==> src/rtl/logc_pkg.sv <==
// Shared types and defaults for the log-compression arbiter.
// LOGC_LATENCY must track the compressor's pipeline depth.
package logc_pkg;

    localparam int LOGC_NUM_CH     = 4;
    localparam int LOGC_CH_W       = $clog2(LOGC_NUM_CH);
    localparam int LOGC_DATA_WIDTH = 48;
    localparam int LOGC_COMP_WIDTH = LOGC_DATA_WIDTH / 2;
    localparam int LOGC_LATENCY    = 3;
    localparam int LOGC_FIFO_DEPTH = 8;

    // One entry of the tag pipeline that follows a sample through the compressor.
    typedef struct packed {
        logic                 valid;
        logic [LOGC_CH_W-1:0] ch;
    } logc_tag_t;

endpackage

==> src/rtl/logc_arbiter_if.sv <==
// Bundle of the channel request, compressor and output stream signals.
// master is the arbiter's view; slave is the surrounding datapath.
interface logc_arbiter_if #(
    parameter int NUM_CH     = logc_pkg::LOGC_NUM_CH,
    parameter int DATA_WIDTH = logc_pkg::LOGC_DATA_WIDTH,
    parameter int COMP_WIDTH = logc_pkg::LOGC_COMP_WIDTH
);

    localparam int CH_W = $clog2(NUM_CH);

    logic [NUM_CH-1:0]            in_valid;
    logic [NUM_CH*DATA_WIDTH-1:0] in_data;
    logic [NUM_CH-1:0]            in_ready;
    logic                         logc_valid;
    logic [DATA_WIDTH-1:0]        logc_data;
    logic [COMP_WIDTH-1:0]        logc_comp;
    logic                         out_valid;
    logic                         out_ready;
    logic [CH_W-1:0]              out_ch;
    logic [COMP_WIDTH-1:0]        out_data;

    modport master (
        input  in_valid,
        input  in_data,
        output in_ready,
        output logc_valid,
        output logc_data,
        input  logc_comp,
        output out_valid,
        input  out_ready,
        output out_ch,
        output out_data
    );

    modport slave (
        output in_valid,
        output in_data,
        input  in_ready,
        input  logc_valid,
        input  logc_data,
        output logc_comp,
        input  out_valid,
        output out_ready,
        input  out_ch,
        input  out_data
    );

endinterface

==> src/rtl/logc_out_fifo.sv <==
// Synchronous FIFO holding {ch, compressed sample} pairs.
// Push and pop may coincide at any occupancy; the head comes straight from storage flops.
module logc_out_fifo #(
    parameter int WIDTH = 26,
    parameter int DEPTH = 8,
    localparam int PTR_W = $clog2(DEPTH),
    localparam int CNT_W = $clog2(DEPTH + 1)
) (
    input  logic             clk,
    input  logic             rst_n,
    input  logic             push,
    input  logic [WIDTH-1:0] wdata,
    input  logic             pop,
    output logic [WIDTH-1:0] rdata,
    output logic             empty,
    output logic [CNT_W-1:0] count
);

    logic [WIDTH-1:0] mem [DEPTH];
    logic [PTR_W-1:0] wr_ptr;
    logic [PTR_W-1:0] rd_ptr;
    logic             full;
    logic             do_push;
    logic             do_pop;

    function automatic logic [PTR_W-1:0] bump(input logic [PTR_W-1:0] p);
        return (p == PTR_W'(DEPTH - 1)) ? '0 : p + PTR_W'(1);
    endfunction

    assign empty   = (count == '0);
    assign full    = (count == CNT_W'(DEPTH));
    assign do_pop  = pop && !empty;
    // A pop at full frees the slot the simultaneous push lands in.
    assign do_push = push && (!full || do_pop);
    assign rdata   = mem[rd_ptr];

    // Storage, pointers and occupancy count.
    always_ff @(posedge clk or negedge rst_n) begin
        if (!rst_n) begin
            for (int i = 0; i < DEPTH; i++) begin
                mem[i] <= '0;
            end
            wr_ptr <= '0;
            rd_ptr <= '0;
            count  <= '0;
        end else begin
            if (do_push) begin
                mem[wr_ptr] <= wdata;
                wr_ptr      <= bump(wr_ptr);
            end
            if (do_pop) begin
                rd_ptr <= bump(rd_ptr);
            end
            if (do_push && !do_pop) begin
                count <= count + CNT_W'(1);
            end else if (!do_push && do_pop) begin
                count <= count - CNT_W'(1);
            end
        end
    end

    a_no_overflow : assert property (
        @(posedge clk) disable iff (!rst_n) !(push && full && !do_pop)
    );

endmodule

==> src/rtl/logc_arbiter.sv <==
// Round-robin arbiter sharing one log compressor among envelope channels.
// Credits cover FIFO occupancy plus in-flight tags so the unstallable compressor never overruns.
module logc_arbiter #(
    parameter int NUM_CH       = logc_pkg::LOGC_NUM_CH,
    parameter int DATA_WIDTH   = logc_pkg::LOGC_DATA_WIDTH,
    parameter int COMP_WIDTH   = DATA_WIDTH / 2,
    parameter int LOGC_LATENCY = logc_pkg::LOGC_LATENCY,
    parameter int FIFO_DEPTH   = logc_pkg::LOGC_FIFO_DEPTH
) (
    input logic            clk,
    input logic            reset,
    logc_arbiter_if.master bus
);

    import logc_pkg::*;

    localparam int CH_W   = $clog2(NUM_CH);
    localparam int STAGES = LOGC_LATENCY + 1;
    localparam int CNT_W  = $clog2(FIFO_DEPTH + 1);

    logic [DATA_WIDTH-1:0] ch_data [NUM_CH];
    logic [CH_W-1:0]       ptr;
    logic [CH_W-1:0]       cand;
    logic [CH_W-1:0]       grant_idx;
    logic [NUM_CH-1:0]     grant;
    logic                  found;
    logic                  issue_ok;
    logic                  accept;
    int                    inflight;
    logc_tag_t             tags [STAGES];
    logic [DATA_WIDTH-1:0] logc_data_q;
    logic [CNT_W-1:0]      fifo_count;
    logic                  empty;
    logic                  pop;
    logic [CH_W+COMP_WIDTH-1:0] head;

    for (genvar i = 0; i < NUM_CH; i++) begin : g_unpack
        assign ch_data[i] = bus.in_data[i*DATA_WIDTH +: DATA_WIDTH];
    end

    // Pick the first requester after the pointer, scanning upward with wrap.
    always_comb begin
        grant     = '0;
        grant_idx = '0;
        found     = 1'b0;
        cand      = '0;
        for (int k = 1; k <= NUM_CH; k++) begin
            cand = CH_W'((int'(ptr) + k) % NUM_CH);
            if (!found && bus.in_valid[cand]) begin
                found       = 1'b1;
                grant_idx   = cand;
                grant[cand] = 1'b1;
            end
        end
    end

    // Count samples still travelling through the compressor.
    always_comb begin
        inflight = 0;
        for (int k = 0; k < STAGES; k++) begin
            inflight = inflight + int'(tags[k].valid);
        end
    end

    // Conservative credit: a pop this cycle is only seen next cycle.
    assign issue_ok     = (int'(fifo_count) + inflight) < FIFO_DEPTH;
    assign accept       = reset && issue_ok && found;
    assign bus.in_ready = accept ? grant : '0;

    // Issue register toward the compressor and the channel tag shift register.
    always_ff @(posedge clk or negedge reset) begin
        if (!reset) begin
            ptr         <= CH_W'(NUM_CH - 1);
            logc_data_q <= '0;
            for (int k = 0; k < STAGES; k++) begin
                tags[k] <= '0;
            end
        end else begin
            tags[0].valid <= accept;
            tags[0].ch    <= accept ? grant_idx : '0;
            for (int k = 1; k < STAGES; k++) begin
                tags[k] <= tags[k-1];
            end
            if (accept) begin
                ptr         <= grant_idx;
                logc_data_q <= ch_data[grant_idx];
            end
        end
    end

    assign bus.logc_valid = tags[0].valid;
    assign bus.logc_data  = logc_data_q;

    assign pop = !empty && bus.out_ready;

    logc_out_fifo #(
        .WIDTH (CH_W + COMP_WIDTH),
        .DEPTH (FIFO_DEPTH)
    ) u_fifo (
        .clk   (clk),
        .rst_n (reset),
        .push  (tags[STAGES-1].valid),
        .wdata ({tags[STAGES-1].ch, bus.logc_comp}),
        .pop   (pop),
        .rdata (head),
        .empty (empty),
        .count (fifo_count)
    );

    assign bus.out_valid = !empty;
    assign bus.out_ch    = head[CH_W+COMP_WIDTH-1:COMP_WIDTH];
    assign bus.out_data  = head[COMP_WIDTH-1:0];

endmodule

==> src/flat_wrapper.sv <==
// flat-port wrapper written by rule: the top's interface ports become plain ports
module logc_arbiter_flat import logc_pkg::*;
#(
    parameter int NUM_CH       = logc_pkg::LOGC_NUM_CH,
    parameter int DATA_WIDTH   = logc_pkg::LOGC_DATA_WIDTH,
    parameter int COMP_WIDTH   = DATA_WIDTH / 2,
    parameter int LOGC_LATENCY = logc_pkg::LOGC_LATENCY,
    parameter int FIFO_DEPTH   = logc_pkg::LOGC_FIFO_DEPTH
)
  (clk, reset, bus_in_valid, bus_in_data, bus_in_ready, bus_logc_valid, bus_logc_data, bus_logc_comp, bus_out_valid, bus_out_ready, bus_out_ch, bus_out_data);
  logc_arbiter_if #(.NUM_CH(NUM_CH), .DATA_WIDTH(DATA_WIDTH), .COMP_WIDTH(COMP_WIDTH)) bus_i ();
  input logic clk;
  input logic reset;
  input wire logic [$bits(bus_i.in_valid)-1:0] bus_in_valid;
  input wire logic [$bits(bus_i.in_data)-1:0] bus_in_data;
  output wire logic [$bits(bus_i.in_ready)-1:0] bus_in_ready;
  output wire logic [$bits(bus_i.logc_valid)-1:0] bus_logc_valid;
  output wire logic [$bits(bus_i.logc_data)-1:0] bus_logc_data;
  input wire logic [$bits(bus_i.logc_comp)-1:0] bus_logc_comp;
  output wire logic [$bits(bus_i.out_valid)-1:0] bus_out_valid;
  input wire logic [$bits(bus_i.out_ready)-1:0] bus_out_ready;
  output wire logic [$bits(bus_i.out_ch)-1:0] bus_out_ch;
  output wire logic [$bits(bus_i.out_data)-1:0] bus_out_data;
  assign bus_i.in_valid = bus_in_valid;
  assign bus_i.in_data = bus_in_data;
  assign bus_in_ready = bus_i.in_ready;
  assign bus_logc_valid = bus_i.logc_valid;
  assign bus_logc_data = bus_i.logc_data;
  assign bus_i.logc_comp = bus_logc_comp;
  assign bus_out_valid = bus_i.out_valid;
  assign bus_i.out_ready = bus_out_ready;
  assign bus_out_ch = bus_i.out_ch;
  assign bus_out_data = bus_i.out_data;
  logc_arbiter #(.NUM_CH(NUM_CH), .DATA_WIDTH(DATA_WIDTH), .COMP_WIDTH(COMP_WIDTH), .LOGC_LATENCY(LOGC_LATENCY), .FIFO_DEPTH(FIFO_DEPTH)) u_core (.clk(clk), .reset(reset), .bus(bus_i));
endmodule
==> config.mk <==
export PLATFORM = sky130hd
export DESIGN_NAME = logc_arbiter_flat
export DESIGN_NICKNAME = d
export VERILOG_FILES = /design/src/rtl/logc_pkg.sv /design/src/rtl/logc_arbiter_if.sv /design/src/rtl/logc_out_fifo.sv /design/src/rtl/logc_arbiter.sv /design/src/flat_wrapper.sv
export SDC_FILE = /design/constraint.sdc
export NUM_CORES = 1
export LEC_CHECK = 0
export CAP_MARGIN = 10
export CORE_UTILIZATION = 53
export CTS_BUF_LIST = sky130_fd_sc_hd__clkbuf_2
export CTS_CLUSTER_DIAMETER = 200
export DETAILED_ROUTE_END_ITERATION = 10
export GPL_TIMING_DRIVEN = 0
export PLACE_DENSITY = 0.88
export SYNTH_ARGS = -nofsm -noshare
export SYNTH_HDL_FRONTEND = slang
export SYNTH_HIERARCHICAL = 1
export SYNTH_SLANG_ARGS = --single-unit
==> constraint.sdc <==
create_clock -name clk -period 4.9 [get_ports clk]
set_input_delay 0.735 -clock clk [delete_from_list [all_inputs] [get_ports clk]]
set_output_delay 0.735 -clock clk [all_outputs]
set_load 0.005 [all_outputs]
**After elaboration in Yosys (flattened, before gate mapping)**

Cells that the tools add are included.

- Bits in registers: 280
- Latch bits: 0
- Bits in writable memories: 0
- ROM bits: 0
- Bits of input ports: 223
- Output and inout port bits: 80
- Logic and storage cells: 123
- Memories kept: 0

- $add $sub $neg: 12
- Multipliers: 0
- Div/mod/pow operators: 0
- Magnitude comparators: 13
- Equal/unequal tests: 3
- Shift operators: 0
- Multiplexer cells: 43
- Bitwise logic cells: 6
- Reductions and logical operators: 25

Operators with widths:

| operator | number |
|---|---|
| $bwmux W208 | 1 |
| $bmux W48 S2 | 1 |
| $mux W48 | 2 |
| $bmux W26 S3 | 1 |
| $demux W26 S3 | 1 |
| $mux W26 | 3 |
| $add A32 B2 Y32 | 2 |
| $add A5 B32 Y32 | 1 |
| $lt A32 B5 Y1 const B | 1 |
| $mux W4 | 7 |
| $logic_and A1 B1 Y1 | 15 |
| $lt A2 B3 Y1 const B | 4 |
| $mux W1 | 12 |
| $or A4 B4 Y4 | 3 |
| $mux W2 | 5 |
| $bmux W1 S2 | 4 |
| $demux W1 S2 | 4 |
| $ge A2 B1 Y1 const B | 4 |
| $ge A4 B4 Y1 const B | 2 |
| $not A3 Y4 | 2 |
| $logic_not A1 Y1 | 7 |
| $add A3 B1 Y3 const B | 2 |
| $eq A3 B3 Y1 const B | 2 |
| $mux W3 | 2 |
| other kinds (12) | 14 |

**Depth between registers and ports, before layout**

- Depth in word-level cells: 17
- Depth in mapped cells: 14
- Depth with buffers taken out: 12

**By module**

The synthesis kept the hierarchy.

Modules (own cells, without submodules):

| module | times used | cells each | area an instance (µm²) | sequential area each (µm²) |
|---|---|---|---|---|
| logc_out_fifo | 1 | 604 | 10,093.4 | 5,455.2 |
| logc_arbiter | 1 | 432 | 4,277.9 | 1,554.0 |

**Least setup slack after synthesis**

Ideal clock, no wire load.

- Path type: register to output
- From: register u_core.ptr[1]
- To: output port bus_in_ready[0]
- Data arrival time: 3.007 ns
- Required time: 4.165 ns
- Setup slack: 1.158 ns
- Stages on the path, launching flop included: 11
- Path buffers: 4
- Cell sequence: dfstp_2 clkbuf_1 inv_1 ha_1 clkbuf_1 mux4_2 or3_1 o21ai_1 buf_2 clkbuf_1 nor2_1

- Cells in the longest elaborated chain, start to end: 15
- Elaborated cells between the ends (all ways): 51
- Those cells by class: add/sub: 4; order compare: 8; mux: 25; bitwise: 3; reduce/logical: 11

RTL lines:

| item | RTL line | text |
|---|---|---|
| from (decl) | logc_arbiter.sv:22 | `logic [CH_W-1:0] ptr;` |
| from (signal assigned) | logc_arbiter.sv:73 | `ptr <= CH_W'(NUM_CH - 1);` |
| from (signal assigned) | logc_arbiter.sv:85 | `ptr <= grant_idx;` |
| branches (longest 14 deep; another with $lt A2 B3 Y1) | -- |  |
| $mux W4 * | logc_arbiter.sv:68 | `assign bus.in_ready = accept ? grant : '0;` |
| to (decl) | flat_wrapper.sv:16 | `output wire logic [$bits(bus_i.in_ready)-1:0] bus_in_ready;` |

Mark *: on every way between the ends. The select of a mux whose other input is x is not followed.

**Worst setup path in the final report**

- From: register u_core.ptr[1]
- To: output port bus_in_ready[3]

Same word-level chain as after synthesis.

==> summary.txt <==
STA
  • Slew of the pin with the lowest slew margin: around 1.1 ns
  • Max-slew violation count: 0
  • Setup violation total in the final timing report: 0
  • Sum of negative setup slack: 0 ns
  • Clock period minus final worst setup slack: about 4.6 ns
  • Final worst clock skew: 0.0855 ns
  • Final-report hold violation count: 0
  • Unrepaired setup endpoints after global routing: false
  • Headroom to the max-slew limit: 0.240
  • Final-layout worst hold slack: 0.330 ns
  • Final worst-path setup slack: about 0.29 ns
  • Crit share post-route: 0.942
  • Fmax: ~220 MHz

Yosys
  • Most instantiated cells after synthesis: sky130_fd_sc_hd__dfrtp_1 (278), sky130_fd_sc_hd__mux2_2 (237), sky130_fd_sc_hd__nor2_1 (64)
  • Top cell type's share of synthesized area: 0.484
  • Dominant cells by area after synthesis: sky130_fd_sc_hd__dfrtp_1 (48%), sky130_fd_sc_hd__mux2_2 (19%), sky130_fd_sc_hd__mux4_2 (8.8%)
  • Mapped Cells: between 1000 and 1500
  • Syn nets: 1278
  • Number of distinct library cells after synthesis: 56
  • Count leader, synth: sky130_fd_sc_hd__dfrtp_1
  • Total number of yosys warnings: 6
  • Dominant cell type by area after synthesis: sky130_fd_sc_hd__dfrtp_1
  • Fraction of synthesis flops using an asynchronous set or reset pin: 1.00
  • Most used flip-flop cell after synthesis: sky130_fd_sc_hd__dfrtp_1
  • Number of enable flip-flop cells after synthesis: 0
  • Netlist area before placement: 14400 sq um
  • Flop and latch count out of synthesis: 280
  • Part of the Yosys area used for sequential elements: 0.488
  • Avg Inst Size Synth: ~14 sq um

Die
  • Core area: 26400 sq um
  • Y dimension of the die: 167 um
  • Number of top-level pins: slightly above 300
  • Die width: about 170 um
  • Rows: just under 60
  • Starting density of the core: 0.545
  • Die Outline Area: 27800 sq um

Finish
  • Area occupied by registers: about 7000 sq um
  • Multi-input combinational cell area: 6790 sq um
  • Layout cells sized above 1: 0.325
  • Number of nets at the end of the flow: about 1700
  • Synth-to-layout area growth: 28.8%
  • Fraction of the core area covered by cells at the end of the flow: 0.702
  • Non-filler instance count after layout: 1800
  • Post-route cell area: ~19000 sq um
  • Filler Cells Inserted: roughly 1900

Power
  • Maximum ir drop on the vdd rail: about 0.42 mV
  • Design Power: 12.6 mW
  • Power Dens Cells: about 680 nW/um^2
  • Leakage power: 7.60 nW

Drt
  • Number of vias per cell after detailed routing: ~6
  • First-iteration detailed-routing DRC count: just under 700
  • Average detailed-routed wire length per instance: ~23 um
  • Remaining antenna violation count after routing: 0
  • Number of detailed-routing iterations run before antenna repair: 5
  • Number of DRC violations after detailed routing: 0
  • Total via count in the routed design: ~11000
  • Drt total wl: roughly 41000 um

CTS
  • Number of sinks handled by clock tree synthesis: 280
  • Clk Latency, worst-skew pair: about 0.88 ns
  • H-tree depth: 3
  • TritonCTS clock tree: yes
  • Clock-pin slew reported for the worst setup and hold paths after clock tree synthesis: around 0.1 ns
  • Clock Path Buffers: 3
  • Number of buffers created by CTS: between 70 and 80
  • Clk root buf: sky130_fd_sc_hd__clkbuf_2

Placement
  • Cell Area, Placed: between 15000 and 20000 sq um
  • Number of input and output port buffers inserted: 300
  • Detailed Place HPWL: ~30000 um
  • Final estimated routing congestion in global placement: approximately 0.94
  • Place WS: roughly 0.13 ns
  • Total instance count after detailed placement: 1673

Critical path
  • Max FO, Critical Path: 19
  • Launching element type of the critical path: flip-flop
  • Master of the slowest instance on the critical path: sky130_fd_sc_hd__dfstp_2
  • Ordered cell list for the critical path: inv_1 -> ha_4 -> mux4_2 -> or3_1 -> o21ai_1 -> buf_6 -> nor2_1 -> clkdlybuf4s50_1
  • Delay-heaviest family, CP: buffers and inverters
  • Category of the most critical setup path: reg2out
  • Number of buffers and inverters on the critical path: 3
  • Largest stage delay, worst path: a little over 0.7 ns
  • Arrival time of the worst setup path: ~3.9 ns
  • Data required time of the worst path: between 4 and 5 ns
  • Kind of end point of the critical path: output port

Flow run
  • # Max-Cap Violations: 0

Global routing
  • First-pass GRT wire length: 64500 um
  • Via count of the first global-routing pass: between 10000 and 15000
  • Number of antenna violations at the first check in global routing: 11
  • Overall fraction of global-route tracks in use: 0.305
  • Pin count of the biggest net entering global routing: 98
  • Total overflow reported by the global router: 0

Min path
  • Worst hold path class: reg2reg

Run status
  • Result of the run: finished, final reports clean
routing by layer:
layer | part of all wire | global-route usage | vias to the layer above | routed length (um)
li1 | - | - | 4766 | -
met1 | 0.37 | 0.347 | 5264 | 15400
met2 | 0.51 | 0.525 | 458 | 21000
met3 | 0.064 | 0.0684 | 114 | 2640
met4 | 0.052 | 0.184 | 0 | 2160
met5 | 0 | 0 | - | 0
final cells by class:
cell class,count,share of cell area
Antenna cell,11,0.00149
Buffer,85,0.0302
Clock buffer,105,0.0284
Clock inverter,12,0.00392
Inverter,8,0.00162
Multi-Input combinational cell,660,0.367
Sequential cell,280,0.379
Tap cell,335,0.0226
Timing Repair Buffer,304,0.166
final timing paths:
path                                         from                     end  slack, ns  depth (start not counted)
max in group asynchronous                   reset          u_core/tags[1]       3.00                          4
min in group asynchronous                   reset  u_core/u_fifo/mem[175]       0.44                          2
min                                u_core/tags[3]          u_core/tags[0]       0.33                          0
max                                 u_core/ptr[1]         bus_in_ready[3]       0.29                          8
max reg2reg                u_core/u_fifo/count[0]  u_core/u_fifo/count[3]       1.05                         14
min reg2reg                        u_core/tags[3]          u_core/tags[0]       0.33                          0
cell usage in the layout, fill, tap and decap left out, drive strengths merged, types with 3 or more instances in the layout:
cell           instances
nand2b                 6
dfrtp                278
a2111oi               49
clkbuf               153
ha                    17
clkdlybuf4s50        299
diode                 11
nor2b                  5
a211oi                48
nor3                   6
inv                   10
nor2                  64
nand4b                 3
mux2                 239
o2111ai                3
a221oi                 4
a21oi                  7
a22oi                  4
buf                   41
or3                    3
mux4                  56
xnor2                  3
clkinvlp               3
mux2i                 51
o21ai                  8
nand2                  6
a21o                   5
clkinv                 7
nor3b                 49
state kept, by name (all words and copies together) (netlist names):
register               cells
u_core/bus.logc_valid      1
u_core/tags               11
u_core/bus.logc_data      48
u_core/u_fifo/rd_ptr       3
u_core/ptr                 2
u_core/u_fifo/mem        208
u_core/u_fifo/count        4
u_core/u_fifo/wr_ptr       3
worst reg2reg max path, cell delays in order (launching register included):
cell and delay (ns):
sky130_fd_sc_hd__dfrtp_1 0.49, sky130_fd_sc_hd__or3_1 0.40, sky130_fd_sc_hd__buf_6 0.16, sky130_fd_sc_hd__nor2_1 0.17, sky130_fd_sc_hd__nor2b_1 0.10, sky130_fd_sc_hd__nand2b_1 0.15, sky130_fd_sc_hd__clkbuf_1 0.25, sky130_fd_sc_hd__o21ai_0 0.49
sky130_fd_sc_hd__inv_1 0.11, sky130_fd_sc_hd__ha_1 0.28, sky130_fd_sc_hd__inv_1 0.16, sky130_fd_sc_hd__ha_1 0.32, sky130_fd_sc_hd__or4_1 0.48, sky130_fd_sc_hd__o211ai_1 0.10, sky130_fd_sc_hd__o211ai_1 0.10
what timing repair did:
action | CTS | global route
resized for setup | 5 | 1
buffers inserted | 0 | 1
endpoints found under the hold margin | 88 | 0
hold buffers | 1 | 0
setup endpoints to repair | 4 | 4
cell families after synthesis:
| family | count (synthesis) | synth area share |
|---|---|---|
| muxes | 346 | 0.311 |
| DFF | 280 | 0.488 |
| and+or+nand+nor | 153 | 0.0602 |
| AOI/OAI and AO/OA | 139 | 0.0810 |
| buffers and inverters | 96 | 0.0412 |
| adders and majority gates | 19 | 0.0176 |
| xor gates and xnor gates | 3 | 0.00183 |
power by group:
part / switching [mW] / internal, mW / leakage, nW
combinational: 3.22 / 3.74 / 3.80
clock: 0.948 / 0.573 / 0.462
sequential: 0.644 / 3.46 / 3.33
Power figures use the tool's default switching activity.
